==> src/rtl/mem_arbiter_if.sv <==
// mem_arbiter_if: request/grant and memory bus bundle for mem_arbiter
//   req0/req1, we0/we1, addr0/addr1, wdata0/wdata1 : requester commands (byte address)
//   gnt0/gnt1, rvalid0/rvalid1, rdata0/rdata1       : grant and read response per port
//   mem_en, mem_we, mem_addr, mem_wdata, mem_rdata  : single-port data memory
//   busy, oob                                        : arbiter status
//   slave modport = arbiter side, master modport = requesters plus memory side
interface mem_arbiter_if #(
  parameter int WIDTH = 32,
  parameter int SIZE = 64
);
  localparam int AW = $clog2(SIZE);
  logic req0, req1, we0, we1;
  logic [WIDTH-1:0] addr0, addr1, wdata0, wdata1;
  logic gnt0, gnt1, rvalid0, rvalid1;
  logic [WIDTH-1:0] rdata0, rdata1;
  logic mem_en, mem_we;
  logic [AW-1:0] mem_addr;
  logic [WIDTH-1:0] mem_wdata, mem_rdata;
  logic busy, oob;
  modport slave (
    input req0, req1, we0, we1, addr0, addr1, wdata0, wdata1, mem_rdata,
    output gnt0, gnt1, rvalid0, rvalid1, rdata0, rdata1,
    output mem_en, mem_we, mem_addr, mem_wdata, busy, oob
  );
  modport master (
    output req0, req1, we0, we1, addr0, addr1, wdata0, wdata1, mem_rdata,
    input gnt0, gnt1, rvalid0, rvalid1, rdata0, rdata1,
    input mem_en, mem_we, mem_addr, mem_wdata, busy, oob
  );
endinterface

==> src/rtl/mem_arbiter.sv <==
// mem_arbiter: two-port round-robin arbiter in front of a single-port data memory
//   clk   : clock, rising edge
//   rst_n : asynchronous active-low reset
//   bus   : mem_arbiter_if.slave (requests, grants, read responses, memory bus, busy/oob)
//   ARB_FIXED_PRIO_EN defined : port 0 always wins a tie, no priority pointer
//   ARB_FIXED_PRIO_EN undefined: round-robin tie-break via prio
module mem_arbiter #(
  parameter int WIDTH = 32,
  parameter int SIZE = 64
) (
  input logic clk,
  input logic rst_n,
  mem_arbiter_if.slave bus
);
  localparam int AW = $clog2(SIZE);
  localparam logic [WIDTH-1:0] LIMIT = WIDTH'(SIZE);
  typedef enum logic [1:0] {IDLE, ISSUE, RESP} state_t;
  state_t state, state_nx;
  logic we_q, owner_q, pick1, take, oor;
  logic [WIDTH-3:0] word_q;
  logic [WIDTH-1:0] wdata_q, rdata0_q, rdata1_q, rd;
`ifdef ARB_FIXED_PRIO_EN
  assign pick1 = bus.req1 & ~bus.req0;
`else
  logic prio;
  // prio names the port that wins the next tie
  assign pick1 = bus.req1 & (~bus.req0 | prio);
`endif
  // gnt is gated by rst_n so every output reads 0 while reset is held
  assign take = (state == IDLE) & (bus.req0 | bus.req1) & rst_n;
  assign oor = {2'b00, word_q} >= LIMIT;
  assign rd = oor ? '0 : bus.mem_rdata;
  always_comb begin
    state_nx = state;
    if (state == IDLE) state_nx = take ? ISSUE : IDLE;
    else if (state == ISSUE) state_nx = we_q ? IDLE : RESP;
    else state_nx = IDLE;
  end
  assign bus.gnt0 = take & ~pick1;
  assign bus.gnt1 = take & pick1;
  assign bus.mem_en = state == ISSUE;
  assign bus.mem_we = bus.mem_en & we_q & ~oor;
  assign bus.mem_addr = word_q[AW-1:0];
  assign bus.mem_wdata = wdata_q;
  assign bus.busy = state != IDLE;
  assign bus.oob = bus.mem_en & oor;
  assign bus.rvalid0 = (state == RESP) & ~owner_q;
  assign bus.rvalid1 = (state == RESP) & owner_q;
  // the owner sees memory data live in RESP; otherwise each port keeps its last response
  assign bus.rdata0 = bus.rvalid0 ? rd : rdata0_q;
  assign bus.rdata1 = bus.rvalid1 ? rd : rdata1_q;
  always_ff @(posedge clk or negedge rst_n) begin
    if (!rst_n) begin
      state <= IDLE;
      we_q <= 1'b0;
      owner_q <= 1'b0;
      word_q <= '0;
      wdata_q <= '0;
      rdata0_q <= '0;
      rdata1_q <= '0;
`ifndef ARB_FIXED_PRIO_EN
      prio <= 1'b0;
`endif
    end else begin
      state <= state_nx;
      if (take) begin
        we_q <= pick1 ? bus.we1 : bus.we0;
        word_q <= pick1 ? bus.addr1[WIDTH-1:2] : bus.addr0[WIDTH-1:2];
        wdata_q <= pick1 ? bus.wdata1 : bus.wdata0;
        owner_q <= pick1;
`ifndef ARB_FIXED_PRIO_EN
        prio <= ~pick1;
`endif
      end
      if (bus.rvalid0) rdata0_q <= rd;
      if (bus.rvalid1) rdata1_q <= rd;
    end
  end
endmodule

==> src/flat_wrapper.sv <==
// flat-port wrapper written by rule: the top's interface ports become plain ports
module mem_arbiter_flat 
#(
  parameter int WIDTH = 32,
  parameter int SIZE = 64
)
  (clk, rst_n, bus_req0, bus_req1, bus_we0, bus_we1, bus_addr0, bus_addr1, bus_wdata0, bus_wdata1, bus_mem_rdata, bus_gnt0, bus_gnt1, bus_rvalid0, bus_rvalid1, bus_rdata0, bus_rdata1, bus_mem_en, bus_mem_we, bus_mem_addr, bus_mem_wdata, bus_busy, bus_oob);
  mem_arbiter_if #(.WIDTH(WIDTH), .SIZE(SIZE)) bus_i ();
  input logic clk;
  input logic rst_n;
  input wire logic [$bits(bus_i.req0)-1:0] bus_req0;
  input wire logic [$bits(bus_i.req1)-1:0] bus_req1;
  input wire logic [$bits(bus_i.we0)-1:0] bus_we0;
  input wire logic [$bits(bus_i.we1)-1:0] bus_we1;
  input wire logic [$bits(bus_i.addr0)-1:0] bus_addr0;
  input wire logic [$bits(bus_i.addr1)-1:0] bus_addr1;
  input wire logic [$bits(bus_i.wdata0)-1:0] bus_wdata0;
  input wire logic [$bits(bus_i.wdata1)-1:0] bus_wdata1;
  input wire logic [$bits(bus_i.mem_rdata)-1:0] bus_mem_rdata;
  output wire logic [$bits(bus_i.gnt0)-1:0] bus_gnt0;
  output wire logic [$bits(bus_i.gnt1)-1:0] bus_gnt1;
  output wire logic [$bits(bus_i.rvalid0)-1:0] bus_rvalid0;
  output wire logic [$bits(bus_i.rvalid1)-1:0] bus_rvalid1;
  output wire logic [$bits(bus_i.rdata0)-1:0] bus_rdata0;
  output wire logic [$bits(bus_i.rdata1)-1:0] bus_rdata1;
  output wire logic [$bits(bus_i.mem_en)-1:0] bus_mem_en;
  output wire logic [$bits(bus_i.mem_we)-1:0] bus_mem_we;
  output wire logic [$bits(bus_i.mem_addr)-1:0] bus_mem_addr;
  output wire logic [$bits(bus_i.mem_wdata)-1:0] bus_mem_wdata;
  output wire logic [$bits(bus_i.busy)-1:0] bus_busy;
  output wire logic [$bits(bus_i.oob)-1:0] bus_oob;
  assign bus_i.req0 = bus_req0;
  assign bus_i.req1 = bus_req1;
  assign bus_i.we0 = bus_we0;
  assign bus_i.we1 = bus_we1;
  assign bus_i.addr0 = bus_addr0;
  assign bus_i.addr1 = bus_addr1;
  assign bus_i.wdata0 = bus_wdata0;
  assign bus_i.wdata1 = bus_wdata1;
  assign bus_i.mem_rdata = bus_mem_rdata;
  assign bus_gnt0 = bus_i.gnt0;
  assign bus_gnt1 = bus_i.gnt1;
  assign bus_rvalid0 = bus_i.rvalid0;
  assign bus_rvalid1 = bus_i.rvalid1;
  assign bus_rdata0 = bus_i.rdata0;
  assign bus_rdata1 = bus_i.rdata1;
  assign bus_mem_en = bus_i.mem_en;
  assign bus_mem_we = bus_i.mem_we;
  assign bus_mem_addr = bus_i.mem_addr;
  assign bus_mem_wdata = bus_i.mem_wdata;
  assign bus_busy = bus_i.busy;
  assign bus_oob = bus_i.oob;
  mem_arbiter #(.WIDTH(WIDTH), .SIZE(SIZE)) u_core (.clk(clk), .rst_n(rst_n), .bus(bus_i));
endmodule
==> config.mk <==
export PLATFORM = sky130hd
export DESIGN_NAME = mem_arbiter_flat
export DESIGN_NICKNAME = d
export VERILOG_FILES = /design/src/rtl/mem_arbiter_if.sv /design/src/rtl/mem_arbiter.sv /design/src/flat_wrapper.sv
export SDC_FILE = /design/constraint.sdc
export NUM_CORES = 1
export LEC_CHECK = 0
export ABC_AREA = 1
export CORE_MARGIN = 1.5
export CORE_UTILIZATION = 40
export CTS_BUF_LIST = sky130_fd_sc_hd__clkbuf_16
export DETAILED_ROUTE_END_ITERATION = 6
export PLACE_DENSITY = 0.91
export SETUP_SLACK_MARGIN = 0.1
export SLEW_MARGIN = 10
export SYNTH_ARGS = -nofsm -noshare
export SYNTH_HDL_FRONTEND = slang
export SYNTH_SLANG_ARGS = --single-unit
==> constraint.sdc <==
create_clock -name clk -period 2.66 [get_ports clk]
set_clock_uncertainty 0.2 [all_clocks]
set_input_delay 0.399 -clock clk [delete_from_list [all_inputs] [get_ports clk]]
set_output_delay 0.399 -clock clk [all_outputs]
set_load 0.01 [all_outputs]
==> qor.yml, run 1 <==
grt:
  grt_max_degree: 132
  grt_usage_pct: 24.2
  grt_pass1_vias: 5591
  grt_first_pass_wirelength_mm: 27.2
  overflow: 0
  grt_antenna_before_repair: 0
detailed_routing:
  ant_nets: 0
  first_pass_iters: 4
  drc: 0
  vias: 5978
  viasPerCell: 5.11
  drt_wl_total_mm: 20.7
  first_iter_violations: 364
  wire_per_inst_um: 17.7
synthesis:
  synth_fp_nets: 834
  synth_top_area_share_pct: 58.8
  synthesis.area_mm2: 0.00557
  syn_area_per_cell_um2: 8.34
  synth_seq_area_share_pct: 58.8
  synth_seq_cells: 131
  synthTopCellsByArea: "dfrtp_1, nand2_1, nand3_1"
  synth_top_area_cell: "dfrtp_1"
  yosysUniqueCellTypes: 16
  yosys_warnings: 0
  synthCells: 668
setup_path:
  r2r_start: "u_core.state[0]"
  end_kind: "output pin"
  rrSetupSlack_ns: 0.60
  critPathTopFamily: "simple AND/OR/NAND/NOR gates"
  cp_cell_sequence: "nor2_1, nand2_1, nor2_2, nand2_2, nor2_4, buf_12, clkbuf_16, nand3_1, nand2_1, buf_2"
  startpoint_type: "register"
  critPathSlowestCell: "dfrtp_1"
  critPathKind: "reg -> out"
  crit_path_end: "bus_rdata1[4]"
  cp.required_ns: 2.06
  crit_path_max_fanout: 9
  slowest_delay_ns: 0.39
  startpoint: "u_core.word_q[6]"
  reg2reg_depth: 6
  path_common_cell: "nand2_1"
  cp.arrival_ns: 2.09
  crit_cells: 10
  reg2reg_to: "u_core.word_q[12]"
  worst-path-buf-inv: 3
run:
  maxCapViolCount: 0
clock_tree:
  cts_root_buffer: "clkbuf_16"
  clk_latency_ns: 0.42
  cts_buffers: 17
  cts.htree.levels: 4
  clk_pin_slew_ns: 0.05
  cts_tree: "built"
  cts_sinks: 131
  clockBufferDepth: 2
pwr:
  powerDensity_mw_per_mm2: 842
  power_mw: 8.45
  irDropWorstVdd_v: 0.000421
  p_leak_nw: 4.73
timing:
  max_freq_mhz: 372
  setup_viol: 3
  slew_viol_final: 0
  max_slew_margin_pct: 53.7
  tightest_slew_ns: 0.695
  setup_slack_ns: -0.0295
  holdWs_ns: 0.268
  rsz0062_at_grt: "true"
  finalHoldViolations: 0
  min_period_ns: 2.69
  min_period_over_period_pct: 101
worst_hold_path:
  hold_class: "reg -> reg"
  hold_start: "u_core.we_q"
cells_and_area:
  drive_gt1_share_pct: 27.5
  final_nets: 1149
  stdcell_count: 1170
  synthToLayoutAreaGrowth_pct: 80.2
  antenna_cells: 0
die:
  fp-row-count: 42
  dieArea_mm2: 0.0146
  die_h_um: 121
  die_width_um: 121
  initial_core_util_pct: 41.6
  core_mm2: 0.0134
  io-pin-count: 276
run_status:
  violations: "setup timing"
  status: "finished, violations left"
place:
  dpl.hpwl_mm: 12.1
  placed_cells_incl_taps: 1088
  port_buffers: 271
  gp_congestion: 0.823
flip-flops by register name, summed over array words and instances, names as in the netlist:
signal / flops
u_core.bus.mem_wdata: 32
u_core.rdata0_q: 32
u_core.rdata1_q: 32
u_core.word_q: 30
u_core.state: 2
u_core.owner_q: 1
u_core.prio: 1
u_core.we_q: 1
area by class of cell:
type / count / area, um^2
timing repair buffer: 342 / 3470
fill: 853 / 3360
sequential: 131 / 3280
multi-input combinational: 483 / 2540
clock buffer: 17 / 425
tap: 176 / 220
clock inverter: 13 / 80.1
inverter: 8 / 30.0
power breakdown:
group / switching (mW) / internal [mW]
clock network: 0.814 / 1.23
logic: 1.62 / 1.79
registers: 0.322 / 2.67
total: 2.76 / 5.69
worst reg2reg max path: cells and delay by family, from the launching register on:
kind            cells  cell delay [ns]
compound gates      1             0.16
simple gates        4             0.64
buf+inv             1             0.54
flops               1             0.46
kinds of logic after synthesis:
| group | synth area share [%] |
|---|---|
| compound gates | 0.269 |
| simple gates | 35.8 |
| flops | 58.8 |
| buf+inv | 5.12 |
metal layers:
layer	GRT usage [%]	up-vias	wire, um
met4	11.0	0	893
met5	0	-	0
met2	41.7	288	10700
li1	-	2748	-
met1	27.0	2876	7490
met3	8.46	66	1660
synthesized netlist by cell type (all sizes together):
master	count
a21oi	3
nor2	19
or2	3
and2	1
nand3	128
buf	34
inv	8
clkbuf	12
dfrtp	131
nand2	327
nor3	2
cell usage in the layout (no fill, tap or decap):
| cell | count |
|---|---|
| buf_12 | 8 |
| nand2_2 | 49 |
| nor2_4 | 2 |
| buf_8 | 1 |
| clkinv_1 | 5 |
| nand3_2 | 37 |
| clkinv_2 | 4 |
| nor2_2 | 3 |
| a21oi_1 | 2 |
| clkdlybuf4s50_1 | 202 |
| dfrtp_1 | 131 |
| inv_2 | 3 |
| nand3_4 | 12 |
| and2_0 | 1 |
| buf_2 | 12 |
| inv_1 | 8 |
| nor3_4 | 2 |
| clkbuf_16 | 22 |
| a21oi_4 | 1 |
| nand2_1 | 273 |
| buf_4 | 51 |
| nand2_4 | 5 |
| bufinv_16 | 1 |
| dlygate4sd3_1 | 1 |
| dlygate4sd2_1 | 2 |
| nand3_1 | 79 |
| or2_0 | 1 |
| buf_6 | 60 |
| nor2_1 | 14 |
| or2_1 | 2 |
through the flow:
step / area [um^2] / worst slack [ns] / TNS (ns) / utilization (%)
final: 10000 / -0.0295 / -0.0466 / 74.9
after global routing: 10000 / -0.150 / -4.31 / 74.9
after floorplan: 5570 / 0.749 / 0 / -
after CTS: 8850 / -0.0168 / -0.0325 / 66.0
after detailed placement: 8520 / 0.101 / 0 / 63.6
after global placement: 8520 / 0.128 / 0 / 63.6
worst min-delay path by stage:
| stage | to | cells after the start | slack (ns) |
|---|---|---|---|
| 2_1_floorplan | u_core.bus.mem_wdata[0] | 0 | -0.1 |
| 3_3_place_gp | u_core.state[1] | 1 | 0.25 |
| 3_5_place_dp | u_core.state[1] | 1 | 0.25 |
| 4_1_cts | u_core.state[1] | 1 | 0.26 |
| 5_1_grt | u_core.rdata1_q[7] | 2 | 0.29 |
| 6_report | u_core.state[1] | 1 | 0.27 |
timing repair:
action | CTS | global route
pin swaps | 2 | 48
endpoints found under the hold margin | 131 | 0
resized for setup | 251 | 199
cloned | 0 | 6
hold buffers | 1 | 0
endpoints found under the setup margin | 69 | 66
setup buffers | 5 | 40
Power figures use the tool's default switching activity.
==> run 2: changes to the inputs <==
--- a/config.mk
+++ b/config.mk
@@ -7,10 +7,10 @@
 export LEC_CHECK = 0
 export ABC_AREA = 1
 export CORE_MARGIN = 1.5
-export CORE_UTILIZATION = 40
+export CORE_UTILIZATION = 44
 export CTS_BUF_LIST = sky130_fd_sc_hd__clkbuf_16
 export DETAILED_ROUTE_END_ITERATION = 6
-export PLACE_DENSITY = 0.91
+export PLACE_DENSITY = 0.87
 export SETUP_SLACK_MARGIN = 0.1
 export SLEW_MARGIN = 10
 export SYNTH_ARGS = -nofsm -noshare
==> run 2 against run 1 <==
The run ends with DRC, setup timing left. First-iteration DRC count increased by 58%. Highest routed layer unchanged. Sequential power is essentially flat. Power rose by 0.68%. Core utilization increased by 6.3 points. Setup slack got worse by 0.065 ns. Cell area shrank 1.6%. Cell count increased by 0.34%. Clock power barely moved. Sequential share of layout area is 0.52 points higher. Via count rose by 1.0%. Largest cell class unchanged. Maximum frequency shrank 2.4%. Largest power group unchanged.
==> qor.yml, run 2 (synthesized netlist as in run 1, its figures left out) <==
timing:
  min_period_ns: 2.75
  holdWs_ns: 0.255
  setup_viol: 21
  finalHoldViolations: 0
  max_freq_mhz: 363
  slew_viol_final: 0
  rsz0062_at_grt: "true"
  max_slew_margin_pct: 54.1
  setup_slack_ns: -0.0943
  tightest_slew_ns: 0.689
  min_period_over_period_pct: 104
pwr:
  powerDensity_mw_per_mm2: 861
  p_switching_mw: 2.80
  p_clk_share_pct: 24.2
  internal_power_mw: 5.71
  netSwitchingFraction_pct: 32.9
  p_leak_nw: 4.79
  irDropWorstVdd_v: 0.000488
  pwr-share-seq_pct: 35.2
  pwr-share-comb_pct: 40.6
die:
  initial_core_util_pct: 45.8
  die_width_um: 116
  dieArea_mm2: 0.0133
  die_h_um: 116
  core_mm2: 0.0122
  io-pin-count: 276
  fp-row-count: 40
setup_path:
  critPathSlowestCell: "dfrtp_1"
  cp.arrival_ns: 2.16
  rrSetupSlack_ns: -0.02
  r2r_start: "u_core.state[0]"
  reg2reg_depth: 14
  cp.required_ns: 2.06
  cp_cell_sequence: "nor2_1, nand2_1, nor2_2, nand2_2, nor2_4, buf_6, buf_8, clkbuf_16, nand3_1, nand2_1, buf_2"
  crit_path_max_fanout: 5
  path_common_cell: "nand2_1"
  startpoint_type: "register"
  slowest_delay_ns: 0.39
  end_kind: "output pin"
  critPathKind: "reg -> out"
  reg2reg_to: "u_core.rdata1_q[21]"
detailed_routing:
  drt_wl_total_mm: 22.1
  drc: 2
  wire_per_inst_um: 18.8
  first_iter_violations: 574
  viasPerCell: 5.14
  vias: 6039
  first_pass_iters: 7
  ant_nets: 0
place:
  port_buffers: 271
  gp_congestion: 0.856
  dpl_cell_area_mm2: 0.00843
  dpl.hpwl_mm: 12.3
clock_tree:
  cts.htree.levels: 4
  clk_latency_ns: 0.42
  cts_root_buffer: "clkbuf_16"
  clk_pin_slew_ns: 0.06
  cts_tree: "built"
  cts_buffers: 17
  clockBufferDepth: 2
  cts_sinks: 131
run:
  maxCapViolCount: 0
grt:
  grt_usage_pct: 30.4
  grt_max_degree: 132
  overflow: 0
  grt_first_pass_wirelength_mm: 30.3
  grt_antenna_before_repair: 1
  grt_pass1_vias: 5931
cells_and_area:
  synthToLayoutAreaGrowth_pct: 77.4
  fin_area_mm2: 0.00989
  layout_commonest_cell: "nand2_1"
  final_nets: 1158
  drive_gt1_share_pct: 24.5
  layout_common_cells: "nand2_1, clkdlybuf4s50_1, dfrtp_1, nand3_1, buf_4"
  fillers: 730
run_status:
  violations: "DRC, setup timing"
  status: "finished, violations left"
worst_hold_path:
  hold_start: "u_core.we_q"
  hold_class: "reg -> reg"
  hold_end: "u_core.state[1]"
  whs_path_depth: 1
-- run 2: cell types whose count changed in the layout (fill, tap and decap cells not counted), sizes merged --
cell           delta
bufbuf            +1
clkinv            -1
diode             +1
inv               +3
clkdlybuf4s50     +2
clkbuf            -3
dlygate4sd2       -2
buf              +11
-- run 2: timing repair --
item / 4_1_cts / 5_1_grt
buffers inserted: 34 / 27
endpoints found under the setup margin: 69 / 71
pin swaps: 24 / 37
hold buffers: 1 / 0
hold endpoints to repair: 131 / 0
gates cloned: 5 / 2
resized for setup: 290 / 110
-- run 2: worst max path at each step --
stage / slack (ns) / cells after the start / from / to
2_1_floorplan: 0.75 / 8 / u_core.word_q[29] / bus_rdata0[0]
3_3_place_gp: 0.11 / 8 / u_core.word_q[29] / bus_rdata1[18]
3_5_place_dp: 0.08 / 9 / u_core.word_q[9] / bus_rdata1[18]
4_1_cts: -0.04 / 19 / u_core.word_q[21] / u_core.rdata1_q[21]
5_1_grt: -0.22 / 11 / u_core.word_q[26] / bus_rdata0[8]
6_report: -0.09 / 11 / u_core.word_q[26] / bus_rdata1[10]
-- run 2: layer usage --
metal / track usage [%] / wire, um / vias up
met1: 33.6 / 7820 / 2860
met5: 0 / 0 / -
li1: - / - / 2770
met4: 12.0 / 931 / 0
met2: 52.3 / 11200 / 342
met3: 12.4 / 2130 / 67
-- run 2: critical path, delay by kind of cell, from the launching register on --
family | cells | cell delay [ns]
buffers and inverters | 4 | 0.55
and+or+nand+nor | 7 | 0.79
DFF | 1 | 0.39
-- run 2: layout make-up --
type	count	area, um^2	area share, %
Timing Repair Buffer	351	3490	35.3
Sequential cell	131	3280	33.2
Multi-Input combinational cell	483	2360	23.9
Clock buffer	17	425	4.30
Tap cell	168	210	2.13
Clock inverter	15	86.3	0.873
Inverter	8	35.0	0.354
Antenna cell	1	2.50	0.0253
-- run 2: power by group through the flow --
stage | combinational, mW | clock, mW | sequential, mW
global placement | 2.81 | 0 | 2.95
finish | 3.45 | 2.06 | 3.00
CTS | 2.86 | 2.07 | 2.96
global route | 3.69 | 2.19 | 3.05
floorplan | 1.14 | 0 | 3.00
detailed placement | 2.86 | 0 | 2.98
-- run 2: metrics by stage --
step / TNS [ns] / total power [mW] / utilization, % / setup slack (ns) / instances
after floorplan: 0 / 4.14 / - / 0.749 / 668
after global placement: 0 / 5.76 / 69.3 / 0.107 / 1073
final: -0.796 / 8.51 / 81.3 / -0.0943 / 1174
after CTS: -0.431 / 7.89 / 75.3 / -0.0409 / 1145
after detailed placement: 0 / 5.84 / 69.3 / 0.0791 / 1073
after global routing: -7.36 / 8.93 / 81.3 / -0.220 / 1174
